[config.mk]
export PLATFORM = sky130hd
export DESIGN_NAME = lab_vector_driver
export DESIGN_NICKNAME = d
export VERILOG_FILES = /design/src/rtl/lab_vector_driver.sv
export SDC_FILE = /design/constraint.sdc
export NUM_CORES = 1
export LEC_CHECK = 0
export ABC_CLOCK_PERIOD_IN_PS = 2000
export CAP_MARGIN = 20
export CORE_ASPECT_RATIO = 0.6
export CORE_UTILIZATION = 47
export DETAILED_ROUTE_END_ITERATION = 6
export PLACE_DENSITY = 0.81
export SYNTH_ARGS = -nofsm -noshare
export SYNTH_HDL_FRONTEND = slang
export SYNTH_SLANG_ARGS = --single-unit
[constraint.sdc]
create_clock -name clk -period 2 [get_ports clk]
set_clock_uncertainty 0.05 [all_clocks]
set_input_delay 0.2 -clock clk [delete_from_list [all_inputs] [get_ports clk]]
set_output_delay 0.2 -clock clk [all_outputs]
set_load 0.01 [all_outputs]
[src/rtl/lab_vector_driver.sv]
// Walks all 16 input vectors onto a 4-input combinational block, samples out1
// after a settle interval and scores it against the EXPECT truth table.
module lab_vector_driver #(
  parameter logic [15:0] EXPECT = 16'h28AC,
  parameter int unsigned SETTLE = 2
) (
  input  logic       clk,
  input  logic       rst_n,
  input  logic       start,
  input  logic       out1,
  output logic       in1,
  output logic       in2,
  output logic       in3,
  output logic       in4,
  output logic       busy,
  output logic       done,
  output logic       pass,
  output logic [4:0] err_count,
  output logic [3:0] first_fail,
  output logic       fail_valid
);

  localparam logic [1:0] S_IDLE   = 2'd0;
  localparam logic [1:0] S_SETTLE = 2'd1;
  localparam logic [1:0] S_SAMPLE = 2'd2;
  localparam logic [1:0] S_DONE   = 2'd3;

  localparam logic [3:0] SETTLE_CNT = SETTLE[3:0];

  logic [1:0] state, state_n;
  logic [3:0] vec, vec_n;
  logic [3:0] cnt, cnt_n;
  logic [4:0] err_n;
  logic [3:0] first_n;
  logic       fv_n;
  logic       busy_n, done_n, pass_n;
  logic       mismatch;

  // Vector bits come straight from the vec register so they only move on a clock edge.
  assign in1 = vec[3];
  assign in2 = vec[2];
  assign in3 = vec[1];
  assign in4 = vec[0];

  // Next-state and result computation for the sweep sequencer.
  always_comb begin
    state_n  = state;
    vec_n    = vec;
    cnt_n    = cnt;
    err_n    = err_count;
    first_n  = first_fail;
    fv_n     = fail_valid;
    busy_n   = busy;
    done_n   = done;
    pass_n   = pass;
    mismatch = out1 ^ EXPECT[vec];
    case (state)
      S_IDLE, S_DONE: begin
        if (start) begin
          state_n = S_SETTLE;
          vec_n   = 4'd0;
          cnt_n   = SETTLE_CNT;
          err_n   = 5'd0;
          first_n = 4'd0;
          fv_n    = 1'b0;
          busy_n  = 1'b1;
          done_n  = 1'b0;
          pass_n  = 1'b0;
        end else begin
          state_n = state;
        end
      end
      S_SETTLE: begin
        cnt_n = cnt - 4'd1;
        if (cnt == 4'd1) begin
          state_n = S_SAMPLE;
        end else begin
          state_n = S_SETTLE;
        end
      end
      S_SAMPLE: begin
        if (mismatch) begin
          err_n = err_count + 5'd1;
          if (!fail_valid) begin
            first_n = vec;
            fv_n    = 1'b1;
          end else begin
            first_n = first_fail;
          end
        end else begin
          err_n = err_count;
        end
        // Pass is decided from the final count, including this last sample.
        if (vec == 4'd15) begin
          state_n = S_DONE;
          busy_n  = 1'b0;
          done_n  = 1'b1;
          pass_n  = (err_n == 5'd0);
        end else begin
          vec_n   = vec + 4'd1;
          cnt_n   = SETTLE_CNT;
          state_n = S_SETTLE;
        end
      end
      default: begin
        state_n = S_IDLE;
        vec_n   = 4'd0;
        cnt_n   = 4'd0;
        err_n   = 5'd0;
        first_n = 4'd0;
        fv_n    = 1'b0;
        busy_n  = 1'b0;
        done_n  = 1'b0;
        pass_n  = 1'b0;
      end
    endcase
  end

  // State and result registers with asynchronous clear.
  always_ff @(posedge clk or negedge rst_n) begin
    if (!rst_n) begin
      state      <= S_IDLE;
      vec        <= 4'd0;
      cnt        <= 4'd0;
      err_count  <= 5'd0;
      first_fail <= 4'd0;
      fail_valid <= 1'b0;
      busy       <= 1'b0;
      done       <= 1'b0;
      pass       <= 1'b0;
    end else begin
      state      <= state_n;
      vec        <= vec_n;
      cnt        <= cnt_n;
      err_count  <= err_n;
      first_fail <= first_n;
      fail_valid <= fv_n;
      busy       <= busy_n;
      done       <= done_n;
      pass       <= pass_n;
    end
  end

endmodule

==> results.cfg <==
[clock_tree]
numClockSinks = 23
postCtsHoldBufs = 0
cts_tree = built
clk_latency_ns = 0.26
path_clk_slew_ns = 0.08
clockBufferDepth = 2
htreeDepth = 1
numCtsBuffers = 3
cts-root-buf = clkbuf_8

[logic_synthesis]
synth-seq-cells = 23
ys.flop_type = dfrtp_1
syn_nets = 154
netlist_instances = 143
yosysSeqAreaShare = 0.436
ys_async_sr_fraction = 1.00
yosys_warnings = 0
syn-cell-area_sq_um = 1320
synth_edf_count = 0
synth.distinct_cells = 35
avgSynthCellArea_sq_um = 9.24

[sta]
rsz0062_at_grt = true
fin_crit_sh = 1.07
layout_min_cycle_time_ns = 2.14
fin_ws_ns = -0.143
setup_viol = 9
max_freq_mhz = 467
slew_viol_final = 0
worst_pin_slew_ns = 0.510
finalHoldViolCount = 0
relSlewSlack = 0.660

[drt]
first_iter_violations = 112
dr.pass1.iters = 4
drtAntennaViolNets = 0
wl_per_cell_um = 14.9
vias = 1165
drc = 0
via_per_inst = 5.63
wirelength_mm = 3.09

[layout]
layout_common_cells = dfrtp_1 (21), clkdlybuf4s50_1 (20), nand2_1 (15), buf_4 (14), o21ai_0 (13)
nFillCells = 207
diodes = 0
mostFrequentLayoutCell = dfrtp_1
drive_above_1_share = 0.171
final_nets = 187
finalCoreUtilization = 0.671
area_growth_pct = 30.8

[place]
dp_hpwl_mm = 2.31
gp_congestion = 0.855
portBuffers = 20

[floorplanning]
fp.dieH_um = 43.1
die-area_sq_um = 3030
row_count = 14
core_sq_um = 2570
initial_utilization = 0.513
ios = 21
die_w_um = 70.5

[power_and_ir_drop]
p_leak_nw = 0.753
p_per_area_nw_per_um2 = 1060
power.total_w = 0.00184
ir_worst_vdd_mv = 0.648

[setup_path]
setup.worst_path.start_class = flop
cp_max_fo = 5
critPathRequiredTime_ns = 2.14
critPathArrivalTime_ns = 2.29
cp-end-kind = flop
r2r_start = vec[1]
path_class = flop to flop
crit_start = vec[1]

[job]
drv_cap = 0

[status]
violations = negative setup slack
outcome = complete, but fails checks

[global_routing]
grt_max_degree = 24
grt_pass1_wl_mm = 5.14
grt_pass1_vias = 1092
antenna_found_initial = 0
grt_usage = 0.227
gr-total-overflow = 0

[worst_hold_path]
min_path_type = primary input to asynchronous set/reset pin
[power breakdown]
group / total (W) / internal [W] / switching (W) / leakage [nW]
Clock: 0.000285 / 0.000142 / 0.000143 / 0.0228
Sequential: 0.000630 / 0.000546 / 0.0000836 / 0.302
Combinational: 0.000922 / 0.000411 / 0.000511 / 0.428
[repair_timing]
action,4_1_cts,5_1_grt
setup buffers,0,0
pin swaps,2,1
gates cloned,0,1
endpoints found under the hold margin,0,0
resized for setup,1,3
endpoints found under the setup margin,9,12
[synth_stat cells (2+ instances only)]
library cell	number	area (sq um)
ha_1	7	87.6
and3_1	2	12.5
nand2_1	15	56.3
a31oi_1	2	12.5
clkbuf_1	6	22.5
inv_1	10	37.5
mux2i_1	2	20.0
nand3_1	8	40.0
a22o_1	7	61.3
xnor2_1	2	17.5
a21oi_1	10	50.1
o22a_1	2	17.5
dfrtp_1	23	576
or3_1	2	12.5
buf_6	2	22.5
o21ai_0	13	65.1
nor2_1	7	26.3
o21ai_1	4	20.0
nand4_1	2	12.5
nand2b_1	2	12.5
[routing by layer]
| metal | track usage | vias up | share of wire |
|---|---|---|---|
| met4 | 0.0800 | 0 | 0.013 |
| li1 | - | 576 | - |
| met5 | 0 | - | 0 |
| met2 | 0.326 | 44 | 0.42 |
| met1 | 0.327 | 541 | 0.49 |
| met3 | 0.0641 | 4 | 0.075 |
[flip-flops by register name, summed over array words and instances, names as in the netlist]
signal      count
busy            1
cnt             4
done            1
err_count       5
fail_valid      1
first_fail      4
pass            1
state           2
vec             4
[cell families after synthesis]
kind of cell / synth area share
flops: 0.436
xor+xnor: 0.0199
mux: 0.0322
compound gates: 0.240
buf+inv: 0.0625
fa+ha+maj: 0.0663
simple gates: 0.144
[final timing paths]
check	endpoint	slack [ns]	cells past startpoint
worst max-delay path	err_count[4]	-0.14	8
worst max register to register	err_count[4]	-0.14	8
max in group asynchronous	vec[0]	1.42	2
min in group clk	first_fail[1]	0.46	1
worst min-delay path	first_fail[0]	0.23	2
worst min register to register	first_fail[1]	0.46	1
[cell type report]
class	count	area, sq um	area share
Sequential cell	23	578	0.335
Multi-Input combinational cell	102	706	0.408
Clock buffer	4	45.0	0.0261
Tap cell	32	40.0	0.0232
Inverter	10	37.5	0.0217
Timing Repair Buffer	36	322	0.186
[critical path: stages (launching register included)]
cell and delay [ns]:
dfrtp_2 0.42, inv_2 0.05, ha_2 0.16, mux4_2 0.53, xor2_4 0.20, buf_6 0.14
nand4_1 0.12, or3_1 0.32, o21ai_1 0.08
[through the flow]
stage,instances,hold slack [ns],cell area [sq um],setup WS [ns],TNS [ns]
after global placement,202,0.429,1660,-0.0758,-0.183
after CTS,206,0.235,1710,-0.120,-0.355
after global routing,207,0.265,1730,-0.222,-1.59
after detailed placement,202,0.441,1660,-0.156,-0.450
after floorplan,143,-0.146,1350,-0.110,-0.254
final,207,0.228,1730,-0.143,-0.553
(Power assumes the default switching activity.)
